File: src/rtl/aes_lane_scheduler_pkg.sv
// aes_sched_pkg: shared lane state type and size limits for the AES lane scheduler
package aes_sched_pkg;
  typedef enum logic [1:0] {LANE_IDLE, LANE_BUSY, LANE_DONE} lane_state_t;
  localparam int AES_BLOCK_W = 128;
  localparam int MAX_LANES = 8;
endpackage

File: src/rtl/aes_lane_scheduler_if.sv
// aes_lane_scheduler_if: RX-side block input and TX-side result output handshakes
interface aes_lane_scheduler_if import aes_sched_pkg::*; #(parameter int DATA_W = AES_BLOCK_W);
  logic in_valid, in_ready, in_encrypt, out_valid, out_encrypt, out_ready;
  logic [DATA_W-1:0] in_data, out_data;
  modport master(output in_valid, in_data, in_encrypt, out_ready, input in_ready, out_valid, out_data, out_encrypt);
  modport slave(input in_valid, in_data, in_encrypt, out_ready, output in_ready, out_valid, out_data, out_encrypt);
endinterface

File: src/rtl/aes_lane_scheduler_slot.sv
// aes_lane_slot: one engine lane's IDLE/BUSY/DONE state with latched mode and captured result
module aes_lane_slot import aes_sched_pkg::*; #(parameter int DATA_W = AES_BLOCK_W) (
  input  logic              clk,
  input  logic              n_rst,
  input  logic              accept,
  input  logic              encrypt,
  input  logic              done,
  input  logic              rel,
  input  logic [DATA_W-1:0] result_in,
  output lane_state_t       state,
  output logic              mode,
  output logic [DATA_W-1:0] result,
  output logic              spurious
);
  assign spurious = done && state != LANE_BUSY;
  always_ff @(posedge clk or negedge n_rst)
    if (!n_rst) begin
      state <= LANE_IDLE;
      mode <= 1'b0;
      result <= '0;
    end else if (accept && state == LANE_IDLE) begin
      state <= LANE_BUSY;
      mode <= encrypt;
    end else if (done && state == LANE_BUSY) begin
      state <= LANE_DONE;
      result <= result_in;
    end else if (rel && state == LANE_DONE)
      state <= LANE_IDLE;
endmodule

File: src/rtl/aes_lane_scheduler.sv
// aes_lane_scheduler: round-robin dispatch of blocks to AES lanes with in-order result collection
module aes_lane_scheduler import aes_sched_pkg::*; #(
  parameter int NUM_LANES = 2,
  parameter int DATA_W = AES_BLOCK_W,
  localparam int CNT_W = $clog2(NUM_LANES + 1)
) (
  input  logic                          clk,
  input  logic                          n_rst,
  aes_lane_scheduler_if.slave           bus,
  output logic [NUM_LANES-1:0]          lane_start,
  output logic [NUM_LANES-1:0]          lane_encrypt,
  output logic [DATA_W-1:0]             lane_data,
  input  logic [NUM_LANES-1:0]          lane_done,
  input  logic [NUM_LANES*DATA_W-1:0]   lane_result,
  output logic [CNT_W-1:0]              blocks_in_flight,
  output logic                          err_spurious_done
);
  localparam int PTR_W = NUM_LANES > 1 ? $clog2(NUM_LANES) : 1;
  localparam logic [PTR_W-1:0] LAST = PTR_W'(NUM_LANES - 1);
  if (NUM_LANES < 1 || NUM_LANES > MAX_LANES) begin : g_bad_num_lanes
    $error("NUM_LANES out of range");
  end
  logic [PTR_W-1:0] issue_ptr, collect_ptr;
  lane_state_t state [NUM_LANES];
  logic [DATA_W-1:0] result [NUM_LANES];
  logic [NUM_LANES-1:0] spurious;
  logic [DATA_W-1:0] out_data;
  logic in_ready, out_valid, out_encrypt, accept, xfer;
  always_comb begin
    in_ready = 1'b0;
    out_valid = 1'b0;
    out_encrypt = 1'b0;
    out_data = '0;
    for (int k = 0; k < NUM_LANES; k++) begin
      if (issue_ptr == PTR_W'(k)) in_ready = state[k] == LANE_IDLE;
      if (collect_ptr == PTR_W'(k)) begin
        out_valid = state[k] == LANE_DONE;
        out_encrypt = lane_encrypt[k];
        out_data = result[k];
      end
    end
  end
  assign accept = bus.in_valid && in_ready;
  assign xfer = out_valid && bus.out_ready;
  assign bus.in_ready = in_ready;
  assign bus.out_valid = out_valid;
  assign bus.out_encrypt = out_encrypt;
  assign bus.out_data = out_data;
  for (genvar i = 0; i < NUM_LANES; i++) begin : g_lane
    aes_lane_slot #(.DATA_W(DATA_W)) u_slot (
      .clk(clk),
      .n_rst(n_rst),
      .accept(accept && issue_ptr == PTR_W'(i)),
      .encrypt(bus.in_encrypt),
      .done(lane_done[i]),
      .rel(xfer && collect_ptr == PTR_W'(i)),
      .result_in(lane_result[i*DATA_W +: DATA_W]),
      .state(state[i]),
      .mode(lane_encrypt[i]),
      .result(result[i]),
      .spurious(spurious[i])
    );
  end
  always_ff @(posedge clk or negedge n_rst)
    if (!n_rst) begin
      issue_ptr <= '0;
      collect_ptr <= '0;
      lane_start <= '0;
      lane_data <= '0;
      blocks_in_flight <= '0;
      err_spurious_done <= 1'b0;
    end else begin
      lane_start <= accept ? NUM_LANES'(1) << issue_ptr : '0;
      if (accept) begin
        lane_data <= bus.in_data;
        issue_ptr <= issue_ptr == LAST ? '0 : issue_ptr + 1'b1;
      end
      if (xfer) collect_ptr <= collect_ptr == LAST ? '0 : collect_ptr + 1'b1;
      blocks_in_flight <= blocks_in_flight + CNT_W'(accept) - CNT_W'(xfer);
      err_spurious_done <= err_spurious_done | (|spurious);
    end
endmodule
File: src/flat_wrapper.sv
// flat-port wrapper written by rule: the top's interface ports become plain ports
module aes_lane_scheduler_flat import aes_sched_pkg::*;
#(
  parameter int NUM_LANES = 2,
  parameter int DATA_W = AES_BLOCK_W,
  localparam int CNT_W = $clog2(NUM_LANES + 1)
)
  (clk, n_rst, lane_start, lane_encrypt, lane_data, lane_done, lane_result, blocks_in_flight, err_spurious_done, bus_in_valid, bus_in_data, bus_in_encrypt, bus_out_ready, bus_in_ready, bus_out_valid, bus_out_data, bus_out_encrypt);
  aes_lane_scheduler_if #(.DATA_W(DATA_W)) bus_i ();
  input  logic clk;
  input  logic n_rst;
  output logic [NUM_LANES-1:0] lane_start;
  output logic [NUM_LANES-1:0] lane_encrypt;
  output logic [DATA_W-1:0] lane_data;
  input  logic [NUM_LANES-1:0] lane_done;
  input  logic [NUM_LANES*DATA_W-1:0] lane_result;
  output logic [CNT_W-1:0] blocks_in_flight;
  output logic err_spurious_done;
  input wire logic [$bits(bus_i.in_valid)-1:0] bus_in_valid;
  input wire logic [$bits(bus_i.in_data)-1:0] bus_in_data;
  input wire logic [$bits(bus_i.in_encrypt)-1:0] bus_in_encrypt;
  input wire logic [$bits(bus_i.out_ready)-1:0] bus_out_ready;
  output wire logic [$bits(bus_i.in_ready)-1:0] bus_in_ready;
  output wire logic [$bits(bus_i.out_valid)-1:0] bus_out_valid;
  output wire logic [$bits(bus_i.out_data)-1:0] bus_out_data;
  output wire logic [$bits(bus_i.out_encrypt)-1:0] bus_out_encrypt;
  assign bus_i.in_valid = bus_in_valid;
  assign bus_i.in_data = bus_in_data;
  assign bus_i.in_encrypt = bus_in_encrypt;
  assign bus_i.out_ready = bus_out_ready;
  assign bus_in_ready = bus_i.in_ready;
  assign bus_out_valid = bus_i.out_valid;
  assign bus_out_data = bus_i.out_data;
  assign bus_out_encrypt = bus_i.out_encrypt;
  aes_lane_scheduler #(.NUM_LANES(NUM_LANES), .DATA_W(DATA_W)) u_core (.clk(clk), .n_rst(n_rst), .bus(bus_i), .lane_start(lane_start), .lane_encrypt(lane_encrypt), .lane_data(lane_data), .lane_done(lane_done), .lane_result(lane_result), .blocks_in_flight(blocks_in_flight), .err_spurious_done(err_spurious_done));
endmodule
File: config.mk
export PLATFORM = sky130hd
export DESIGN_NAME = aes_lane_scheduler_flat
export DESIGN_NICKNAME = d
export VERILOG_FILES = /design/src/rtl/aes_lane_scheduler_pkg.sv /design/src/rtl/aes_lane_scheduler_if.sv /design/src/rtl/aes_lane_scheduler_slot.sv /design/src/rtl/aes_lane_scheduler.sv /design/src/flat_wrapper.sv
export SDC_FILE = /design/constraint.sdc
export NUM_CORES = 1
export LEC_CHECK = 0
export ABC_AREA = 1
export CORE_ASPECT_RATIO = 1.2
export CORE_MARGIN = 1.5
export CORE_UTILIZATION = 25
export DETAILED_ROUTE_END_ITERATION = 10
export PLACE_DENSITY = 0.6
export SETUP_SLACK_MARGIN = 0.4
export SLEW_MARGIN = 20
export SYNTH_ARGS = -nofsm -noshare
export SYNTH_HDL_FRONTEND = slang
export SYNTH_SLANG_ARGS = --single-unit
File: constraint.sdc
create_clock -name clk -period 2.2 [get_ports clk]
set_input_delay 0.44 -clock clk [delete_from_list [all_inputs] [get_ports clk]]
set_output_delay 0.44 -clock clk [all_outputs]
set_load 0.02 [all_outputs]
==> flow_summary_export.csv <==
group,metric,value,unit
grt,grt_pass1_wl,96580,um
yosys,syn_area_per_cell,7.970,um2
yosys,synth-async-reset-ratio,100.0,%
layout,finalNetCount,3166,
power,p_leak,14.83,nW
yosys,synth.most_common_cell,"nand2_1",
setup_path,critPathKind,"flop to output port",
setup_path,rr_startpoint,"u_core.collect_ptr$_DFFE_PN0P_",
power,peakVddDrop,0.0007099,V
outcome,failed_checks,"setup timing",
yosys,synth_ff_type,"dfrtp_1",
detailed_routing,drc,0,
detailed_routing,post_drt_wl_per_cell,18.48,um
placed_design,dpl.hpwl,47390,um
timing,rsz0062_at_grt,"true",
yosys,yosysTopAreaCell,"dfrtp_1",
clocking,clk_pin_slew,0.06,ns
timing,layout_setup_ws,-0.1186,ns
timing,drv_slew,0,
setup_path,path_common_cell,"buf_6",
grt,antenna_found_initial,12,
power,power.density,1529,mW/mm2
setup_path,cp.required,1.76,ns
placed_design,port_buffers,656,
timing,layout_worst_path_cycle_share,105.4,%
detailed_routing,drt_iter0_drc,883,
clocking,clock_path_buffers,3,
floorplan,boundaryPins,657,
clocking,cts.sinks,397,
timing,setup_violations,98,
setup_path,end_kind,"output port",
timing,period_minus_slack,2.319,ns
yosys,synth-xor-area-share,0,%
grt,grt_use_met1,22.21,%
timing,tightest_slew,0.4262,ns
run,cap_viol_max_count,0,
clocking,worstSkewPairLatency,0.59,ns
layout,syn_to_final_growth,61.59,%
yosys,ys_warn_count,0,
grt,grt_pass1_vias,15610,
setup_path,cp_top_family,"buffers and inverters",
setup_path,cp_slowest_cell,"dfrtp_4",
yosys,syn_nets,2511,
floorplan,dieArea,0.06913,mm2
yosys,synth_top_family_by_area,"simple AND/OR/NAND/NOR gates",
yosys,synth_area_leaders,"dfrtp_1, nand2_1, nand3_1",
timing,max_freq,0.4313,GHz
detailed_routing,vias,15970,
setup_path,r2r_setup_slack,0.25,ns
yosys,synth_edf_count,0,
grt,gr-total-overflow,0,
detailed_routing,ant_nets,0,
min_path,hp-start,"bus_in_valid",
floorplan,start_util,25.20,%
yosys,synth_top_area_share,58.83,%
yosys,synth_compound_area_share,4.090,%
grt,grtUsageMet2,30.85,%
yosys,syn_area,0.01689,mm2
yosys,syn_inst,2119,
floorplan,fp.dieW,240.3,um
detailed_routing,drt_pre_antenna_iters,5,
grt,grt_max_degree,105,
floorplan,die_h,287.7,um
detailed_routing,avgViaCountPerCell,4.300,
detailed_routing,routed_wl,68620,um
setup_path,cp-start-kind,"flop",
grt,grtUsageMet3,5.648,%
yosys,synth-simple-area-share,30.24,%
yosys,synth_adder_area_share,0.07409,%
yosys,ys_ff_latch,397,
grt,top_usage_layer,"met2",
min_path,hp-class,"input port to flop",
timing,relSlewSlack,71.59,%
timing,finalHoldViolations,0,
setup_path,critPathMaxStageDelay,0.55,ns
setup_path,startpoint,"u_core.collect_ptr$_DFFE_PN0P_",
clocking,cts_made_buffers,47,
clocking,cts_root_buf,"clkbuf_16",
placed_design,gp_congestion,0.8360,
grt,track_usage,18.44,%
layout,drive_above_1_share,14.22,%
outcome,outcome,"complete, but fails checks",
yosys,synth_common_cells,"nand2_1, dfrtp_1, inv_1",
layout,fillerInstances,6745,
yosys,synth-seq-area-share,58.83,%
timing,fin_skew,0.03141,ns
layout,finalInstanceArea,0.02729,mm2
floorplan,num_rows,104,
setup_path,cp_num_buf_inv,5,
yosys,ys_types,17,
clocking,cts_tree,"built",
placed_design,place_area,0.02468,mm2
floorplan,core,0.06701,mm2
setup_path,cp_max_fo,5,
clocking,h-tree-depth,2,
timing,tns,-3.248,ns
setup_path,arrival,1.88,ns
yosys,synth_mux_area_share,0,%
setup_path,path_cells,"clkinv_8, buf_12, buf_6, buf_6, nand2_1, nand2_2, buf_6",
tightest hold or removal path: cells and delay by family:
family | cells | cell delay [ns]
buffers and inverters | 1 | 0.18
AND/OR/NAND/NOR | 2 | 0.15
final timing paths:
kind,end,cells past startpoint
hold reg to reg,u_core.lane_data[71]$_DFFE_PN0N_,2
setup / recovery,bus_out_data[116],7
min in group asynchronous,u_core.g_lane[0].u_slot.result[10]$_DFFE_PN0P_,2
hold / removal,u_core.lane_data[123]$_DFFE_PN0N_,3
setup reg to reg,u_core.blocks_in_flight[1]$_DFF_PN0_,15
max in group asynchronous,u_core.g_lane[1].u_slot.result[39]$_DFFE_PN0P_,3
kinds of logic after synthesis:
kind of cell	after synthesis
fa+ha+maj	1
compound gates	138
simple gates	1311
flops	397
buf+inv	272
layer usage:
layer	vias to the layer above	share of wire, %
li1	7793	-
met1	7534	40
met5	-	0.13
met3	125	7.3
met2	499	50
met4	14	3.1
cells in the final DEF, fill, tap and decap left out, types with 33 or more instances in the layout:
| cell | n |
|---|---|
| inv_1 | 135 |
| dlymetal6s2s_1 | 72 |
| buf_4 | 69 |
| buf_6 | 91 |
| nand3_1 | 130 |
| nand2_2 | 67 |
| dlygate4sd2_1 | 33 |
| clkbuf_16 | 57 |
| o21ai_0 | 129 |
| clkdlybuf4s50_1 | 388 |
| dfrtp_1 | 393 |
| nand2_1 | 1088 |
flip-flops by register name, summed over array words and instances, names as in the netlist:
name / cells
u_core.g_lane.u_slot.result: 256
u_core.lane_data: 128
u_core.g_lane.u_slot.state: 4
u_core.blocks_in_flight: 2
u_core.g_lane.u_slot.mode: 2
u_core.lane_start: 2
u_core.collect_ptr: 1
u_core.err_spurious_done: 1
u_core.issue_ptr: 1
per-stage QoR:
| stage | util, % | total power, mW | cells | hold WS, ns | setup WS, ns |
|---|---|---|---|---|---|
| 3_3_place_gp | 36.83 | 31.86 | 3593 | 0.3686 | -0.0008306 |
| 5_1_grt | 40.71 | 44.32 | 3711 | 0.2178 | -0.1978 |
| 6_report | 40.72 | 41.73 | 3713 | 0.2130 | -0.1186 |
| 4_1_cts | 39.56 | 40.17 | 3688 | 0.1794 | -0.2593 |
| 2_1_floorplan | - | 22.21 | 2119 | 0.1444 | 0.5306 |
| 3_5_place_dp | 36.83 | 32.01 | 3593 | 0.3671 | 0.004689 |
cell type report:
class,instances,area (um2),area share (%)
well taps,901,1127,4.131
multi-input cells,1450,6177,22.64
diodes,6,15.01,0.05502
clock buffers,70,1373,5.030
repair buffers,734,7954,29.15
inverters,144,555.5,2.036
flip-flops and latches,397,9942,36.43
clock inverters,11,145.1,0.5319
power by group:
group / internal (mW) / switching (mW) / leakage [nW]
sequential: 10.7 / 2.09 / 4.96
combinational: 8.98 / 12.1 / 9.12
clock: 4.64 / 3.22 / 0.749
total: 24.3 / 17.4 / 14.8
what timing repair did:
item,CTS,global route
gates cloned,3,12
resized for setup,656,411
endpoints found under the hold margin,25,0
setup endpoints to repair,289,278
pin swaps,3,18
setup buffers,10,7
hold buffers,1,0
No activity file was read; power rests on OpenSTA's default activity.
